### src/rtl/lsu_pkg.sv
// Shared types and memi field layout for the load/store unit.
package lsu_pkg;

    typedef enum logic [1:0] {
        IDLE = 2'd0,
        REQ  = 2'd1,
        DONE = 2'd2
    } lsu_state_t;

    typedef enum logic [1:0] {
        SZ_B    = 2'd0,
        SZ_H    = 2'd1,
        SZ_W    = 2'd2,
        SZ_RSVD = 2'd3
    } lsu_size_t;

    // memi = {unsigned, -, size[1:0], read}
    localparam int MEMI_RD    = 0;
    localparam int MEMI_SZ_LO = 1;
    localparam int MEMI_SZ_HI = 2;
    localparam int MEMI_US    = 4;

endpackage

### src/rtl/lsu_align.sv
// Combinational lane logic: store byte enables / replicated data / legality,
// and load data extraction with sign or zero extension.
module lsu_align
    import lsu_pkg::*;
(
    input  logic [1:0]  req_off_i,
    input  lsu_size_t   req_size_i,
    input  logic [31:0] req_wd_i,
    output logic [3:0]  req_be_o,
    output logic [31:0] req_wd_o,
    output logic        req_illegal_o,
    input  logic [1:0]  ld_off_i,
    input  lsu_size_t   ld_size_i,
    input  logic        ld_us_i,
    input  logic [31:0] ld_word_i,
    output logic [31:0] ld_data_o
);

    function automatic logic [31:0] extend_load(input logic [31:0] w,
                                                input lsu_size_t sz,
                                                input logic us);
        logic signed [31:0] s;
        logic signed [7:0]  b;
        logic signed [15:0] h;
        b = w[7:0];
        h = w[15:0];
        case (sz)
            SZ_B: begin
                if (us) s = $signed({24'd0, w[7:0]});
                else    s = b;
            end
            SZ_H: begin
                if (us) s = $signed({16'd0, w[15:0]});
                else    s = h;
            end
            default: s = $signed(w);
        endcase
        return $unsigned(s);
    endfunction

    always_comb begin
        req_be_o      = 4'hF;
        req_wd_o      = req_wd_i;
        req_illegal_o = 1'b0;
        case (req_size_i)
            SZ_B: begin
                req_be_o = 4'b0001 << req_off_i;
                req_wd_o = {4{req_wd_i[7:0]}};
            end
            SZ_H: begin
                req_be_o      = 4'b0011 << {req_off_i[1], 1'b0};
                req_wd_o      = {2{req_wd_i[15:0]}};
                req_illegal_o = req_off_i[0];
            end
            SZ_W:    req_illegal_o = |req_off_i;
            default: req_illegal_o = 1'b1;
        endcase
    end

    // Bring the addressed lane down to bit 0 before extension.
    assign ld_data_o = extend_load(ld_word_i >> {ld_off_i, 3'b000}, ld_size_i, ld_us_i);

endmodule

### src/rtl/lsu_mem_if.sv
// Load/store unit: IDLE/REQ/DONE handshake to a variable-latency data bus.
// Define LSU_TIMEOUT_EN to abort REQ after TIMEOUT_CYCLES without mem_ready_i.
module lsu_mem_if
    import lsu_pkg::*;
#(
    parameter int unsigned TIMEOUT_CYCLES = 255
) (
    input  logic        clk_i,
    input  logic        rst_ni,
    input  logic [31:0] core_addr_i,
    input  logic [31:0] core_wd_i,
    input  logic [4:0]  core_memi_i,
    input  logic        core_we_i,
    output logic [31:0] core_rd_o,
    output logic        core_stall_o,
    output logic        err_o,
    output logic        mem_req_o,
    output logic        mem_we_o,
    output logic [3:0]  mem_be_o,
    output logic [31:0] mem_addr_o,
    output logic [31:0] mem_wd_o,
    input  logic        mem_ready_i,
    input  logic [31:0] mem_rd_i
);

    lsu_state_t  state_q, state_d;
    logic [29:0] addr_q, addr_d;
    logic [3:0]  be_q, be_d;
    logic [31:0] wd_q, wd_d;
    logic        we_q, we_d;
    logic [1:0]  off_q, off_d;
    lsu_size_t   size_q, size_d;
    logic        us_q, us_d;
    logic [31:0] rd_q, rd_d;
    logic        err_q, err_d;

    logic        access;
    lsu_size_t   core_size;
    logic [3:0]  al_be;
    logic [31:0] al_wd;
    logic        al_illegal;
    logic [31:0] ld_data;
    logic        unused_memi_bit3;

    assign access           = core_we_i | core_memi_i[MEMI_RD];
    assign core_size        = lsu_size_t'(core_memi_i[MEMI_SZ_HI:MEMI_SZ_LO]);
    assign unused_memi_bit3 = core_memi_i[3];

`ifdef LSU_TIMEOUT_EN
    localparam int CNT_W = $clog2(TIMEOUT_CYCLES + 1);
    logic [CNT_W-1:0] cnt_q, cnt_d;
`else
    logic unused_timeout;
    assign unused_timeout = ^TIMEOUT_CYCLES;
`endif

    lsu_align u_align (
        .req_off_i     (core_addr_i[1:0]),
        .req_size_i    (core_size),
        .req_wd_i      (core_wd_i),
        .req_be_o      (al_be),
        .req_wd_o      (al_wd),
        .req_illegal_o (al_illegal),
        .ld_off_i      (off_q),
        .ld_size_i     (size_q),
        .ld_us_i       (us_q),
        .ld_word_i     (mem_rd_i),
        .ld_data_o     (ld_data)
    );

    always_comb begin
        state_d = state_q;
        addr_d  = addr_q;
        be_d    = be_q;
        wd_d    = wd_q;
        we_d    = we_q;
        off_d   = off_q;
        size_d  = size_q;
        us_d    = us_q;
        rd_d    = rd_q;
        err_d   = 1'b0;
`ifdef LSU_TIMEOUT_EN
        cnt_d   = cnt_q;
`endif
        case (state_q)
            IDLE: begin
                if (access) begin
                    if (al_illegal) begin
                        state_d = DONE;
                        err_d   = 1'b1;
                        rd_d    = '0;
                    end else begin
                        state_d = REQ;
                        addr_d  = core_addr_i[31:2];
                        be_d    = al_be;
                        wd_d    = al_wd;
                        we_d    = core_we_i;
                        off_d   = core_addr_i[1:0];
                        size_d  = core_size;
                        us_d    = core_memi_i[MEMI_US];
`ifdef LSU_TIMEOUT_EN
                        cnt_d   = '0;
`endif
                    end
                end
            end
            REQ: begin
                if (mem_ready_i) begin
                    // Stores complete without disturbing the last load result.
                    if (!we_q) rd_d = ld_data;
                    state_d = DONE;
                end
`ifdef LSU_TIMEOUT_EN
                else if (cnt_q == CNT_W'(TIMEOUT_CYCLES - 1)) begin
                    state_d = DONE;
                    err_d   = 1'b1;
                    rd_d    = '0;
                end else begin
                    cnt_d = cnt_q + CNT_W'(1);
                end
`endif
            end
            DONE:    state_d = IDLE;
            default: state_d = IDLE;
        endcase
    end

    always_ff @(posedge clk_i or negedge rst_ni) begin
        if (!rst_ni) begin
            state_q <= IDLE;
            addr_q  <= '0;
            be_q    <= '0;
            wd_q    <= '0;
            we_q    <= 1'b0;
            off_q   <= '0;
            size_q  <= SZ_B;
            us_q    <= 1'b0;
            rd_q    <= '0;
            err_q   <= 1'b0;
`ifdef LSU_TIMEOUT_EN
            cnt_q   <= '0;
`endif
        end else begin
            state_q <= state_d;
            addr_q  <= addr_d;
            be_q    <= be_d;
            wd_q    <= wd_d;
            we_q    <= we_d;
            off_q   <= off_d;
            size_q  <= size_d;
            us_q    <= us_d;
            rd_q    <= rd_d;
            err_q   <= err_d;
`ifdef LSU_TIMEOUT_EN
            cnt_q   <= cnt_d;
`endif
        end
    end

    // Stall is gated by reset so it drops immediately even if the core keeps requesting.
    assign core_stall_o = rst_ni & (((state_q == IDLE) & access) | (state_q == REQ));
    assign mem_req_o    = (state_q == REQ);
    assign mem_we_o     = mem_req_o & we_q;
    assign mem_be_o     = mem_req_o ? be_q : 4'b0000;
    assign mem_addr_o   = {addr_q, 2'b00};
    assign mem_wd_o     = wd_q;
    assign core_rd_o    = rd_q;
    assign err_o        = err_q;

endmodule

### config.mk
export PLATFORM = sky130hd
export DESIGN_NAME = lsu_mem_if
export DESIGN_NICKNAME = d
export VERILOG_FILES = /design/src/rtl/lsu_pkg.sv /design/src/rtl/lsu_align.sv /design/src/rtl/lsu_mem_if.sv
export SDC_FILE = /design/constraint.sdc
export NUM_CORES = 1
export LEC_CHECK = 0
export BUFFER_PORTS_ARGS = -buffer_cell sky130_fd_sc_hd__buf_2
export CORE_MARGIN = 5
export CORE_UTILIZATION = 45
export DETAILED_ROUTE_END_ITERATION = 8
export HOLD_SLACK_MARGIN = 0.15
export PLACE_DENSITY = 0.88
export SYNTH_ARGS = -nofsm -noshare
export SYNTH_HDL_FRONTEND = slang
export SYNTH_HIERARCHICAL = 1
export SYNTH_SLANG_ARGS = --single-unit
### constraint.sdc
create_clock -name clk_i -period 1.5 [get_ports clk_i]
set_input_delay 0.075 -clock clk_i [delete_from_list [all_inputs] [get_ports clk_i]]
set_output_delay 0.075 -clock clk_i [all_outputs]
set_load 0.005 [all_outputs]
==> key figures <==
Run status
  • Status: complete, but fails checks
  • Failing checks: negative setup slack

Global routing
  • Vias in the first global route: 5,363
  • Overflow after GRT: 0
  • GRT Resource Usage Total: 26.6%
  • Initial antenna violation count: 1
  • Global-route wire length before repair: 30,100 um
  • Largest net degree at the start of global routing: 80

Synth
  • Share of the synthesized area in the top cell type: 48.0%
  • Netlist cell types: 36
  • Predominant post-synthesis flop cell: dfrtp_1
  • Avg Cell Area, Syn: 13.3 um^2
  • Seq cells post-synth: 107
  • Ranking of synthesized cells by area: dfrtp_1 (48%), mux2_4 (19%), a22o_1 (5.2%)
  • Count leader, synth: dfrtp_1
  • Synth top cells by count: dfrtp_1 (107), mux2_4 (69), a22o_1 (33)
  • Number of enable flip-flop cells after synthesis: 0
  • Largest area contributor in the netlist: dfrtp_1
  • Synth warnings: 6
  • Post-synth ARST share: 100%
  • Post-Synthesis Cell Area: 5570 um^2
  • Seq/Total Area, Yosys: 48.0%
  • Post-Syn Instances: 418

Floorplanning
  • Top-Level Pins: 209
  • Die Width: 121 um
  • Die height: 121 um
  • Core ar.: 12,100 um^2
  • Row cnt: 40
  • Die area: 14,700 um^2
  • Initial core utilization: 46.2%

Final layout
  • Antenna diode count: 0
  • Area growth from synthesis to layout: 49.8%
  • Final instance area: 8350 um^2
  • Final cell count without fillers: 904
  • Fillers: 751
  • Nets: 836
  • Fraction of layout cells with a size suffix above 1: 53.0%

Power and ir drop
  • Pwr per Cell Area: 1720 nW/um^2
  • Worst vdd ir: 0.000906 V
  • Total power: 14,400 uW
  • Leakage: 0.00420 uW

Setup path
  • Slowest cell on crit path: dfrtp_2
  • CP Capture Type: register
  • Worst path required time: 1.75 ns
  • CP arrival: 1.89 ns
  • Crit-path cells: mux2i_2, mux2i_1, o211ai_2, buf_12, o21ai_1, a22o_1
  • Crit path launch type: register
  • Class of the most critical setup path: register to register
  • Worst-path maximum fanout: 16
  • Max incr delay on CP: 0.47 ns

Place
  • RePlAce Congestion: 0.988
  • Worst slack, placed: -0.272 ns
  • Dpl cells: 796
  • Placement Cell Area: 6890 um^2
  • DPL Wire Length: 11,500 um
  • I/O Buffers: 205

CTS
  • CTS tree: yes
  • CTS Buf Count: 9
  • Clk slew on worst S/H paths: 0.07 ns
  • H-tree levels: 3
  • CTS sink cnt: 107
  • Max clock buf depth: 2
  • Worst-Skew Late Latency: 0.36 ns
  • Clock root cell: clkbuf_16

Routing
  • Wire per inst: 21.2 um
  • DRC Markers: 0
  • First-pass iteration count of the detailed router: 5
  • Via-per-instance ratio: 5.36
  • Post-route ant nets: 0
  • Number of DRC markers in iteration 0: 340
  • WL final: 19,200 um
  • Via count: 4,849

STA
  • Setup violators final: 103
  • Setup TNS: -9.18 ns
  • Clock Skew: 0.00784 ns
  • Fmax: 609 MHz
  • Minimum clock period: 1.64 ns
  • Worst setup margin: -0.142 ns
  • Final hold violations: 0
  • Final Max Slew Viols: 0
  • Unrepaired setup endpoints after global routing: true
  • Crit share post-route: 109%

Flow run
  • Max-Cap Viols: 0

Min path
  • Worst min-delay path class: input pin to register
-- metrics by stage --
step                util [%]  hold slack, ns
finish                  69.2           0.174
CTS                     69.3           0.155
floorplan                  -          -0.221
global route            69.2           0.209
detailed placement      57.1           0.147
global placement        57.1           0.126
-- layer usage --
layer	up-vias	GRT usage (%)	share of wire (%)
li1	2124	-	-
met5	-	0	0.026
met3	59	7.97	8.3
met1	2386	30.7	38
met2	278	46.3	50
met4	2	10.2	3.7
-- registers in the layout (all words and copies together), names as in the netlist --
register / flops
us_q: 1
we_q: 1
addr_q: 30
off_q: 2
be_q: 4
size_q: 2
err_o: 1
mem_wd_o: 32
core_rd_o: 32
state_q: 2
-- layout make-up --
type,count,area [um^2],area share (%)
Multi-Input combinational cell,272,2620,31.4
Clock buffer,11,233,2.79
Timing Repair Buffer,338,2530,30.3
Clock inverter,5,62.6,0.749
Sequential cell,107,2680,32.1
Inverter,3,11.3,0.135
Tap cell,168,210,2.52
-- critical path: cells and delay by family (launching register included) --
kind	cells	cell delay, ns
AO/OA/AOI/OAI	3	0.51
buffers and inverters	1	0.17
flip-flops	1	0.47
multiplexers	2	0.39
-- what timing repair did --
item | 4_1_cts | 5_1_grt
gates cloned | 6 | 0
endpoints found under the setup margin | 92 | 109
setup buffers | 13 | 3
resized for setup | 42 | 16
pin swaps | 8 | 1
endpoints found under the hold margin | 183 | 0
hold buffers | 77 | 0
-- cells in the final DEF, fill, tap and decap left out, types with 5 or more instances in the layout --
cell | synthesis | layout
a22o_1 | 33 | 33
buf_12 | 8 | 12
nor2_1 | 21 | 19
nand2_1 | 25 | 25
mux2i_1 | 27 | 25
dlygate4sd3_1 | 0 | 77
clkbuf_16 | 0 | 9
o21ai_0 | 15 | 9
buf_4 | 11 | 29
dfrtp_1 | 107 | 106
mux2_2 | 19 | 17
a211oi_1 | 14 | 12
a21oi_1 | 9 | 7
buf_6 | 5 | 15
buf_2 | 7 | 199
and2_4 | 0 | 5
mux2_4 | 69 | 71
nor2b_1 | 8 | 8
o21ai_1 | 0 | 6
-- worst paths after layout --
kind | start | cells past startpoint | slack, ns | end
worst max-delay path | off_q[0] | 6 | -0.14 | core_rd_o[21]
worst min register to register | core_rd_o[31] | 1 | 0.50 | core_rd_o[31]
worst max register to register | off_q[0] | 6 | -0.14 | core_rd_o[21]
max in group asynchronous | rst_ni | 3 | 0.79 | mem_wd_o[28]
worst min-delay path | mem_rd_i[8] | 4 | 0.17 | core_rd_o[0]
min in group asynchronous | rst_ni | 3 | 0.37 | core_rd_o[24]
-- kinds of logic after synthesis --
family / after synthesis / share of synthesized area, %
muxes: 116 / 27.7
DFF: 107 / 48.0
AOI/OAI and AO/OA: 83 / 11.2
and+or+nand+nor: 71 / 6.42
buffers and inverters: 40 / 6.60
other: 1 / 0.0673
-- power by group --
part	switching, uW	internal (uW)	leakage (uW)
registers	982	4130	0.00132
logic	2860	3990	0.00274
clock network	1110	1310	0.000142
Note: power is estimated with default switching activity, not from simulation.
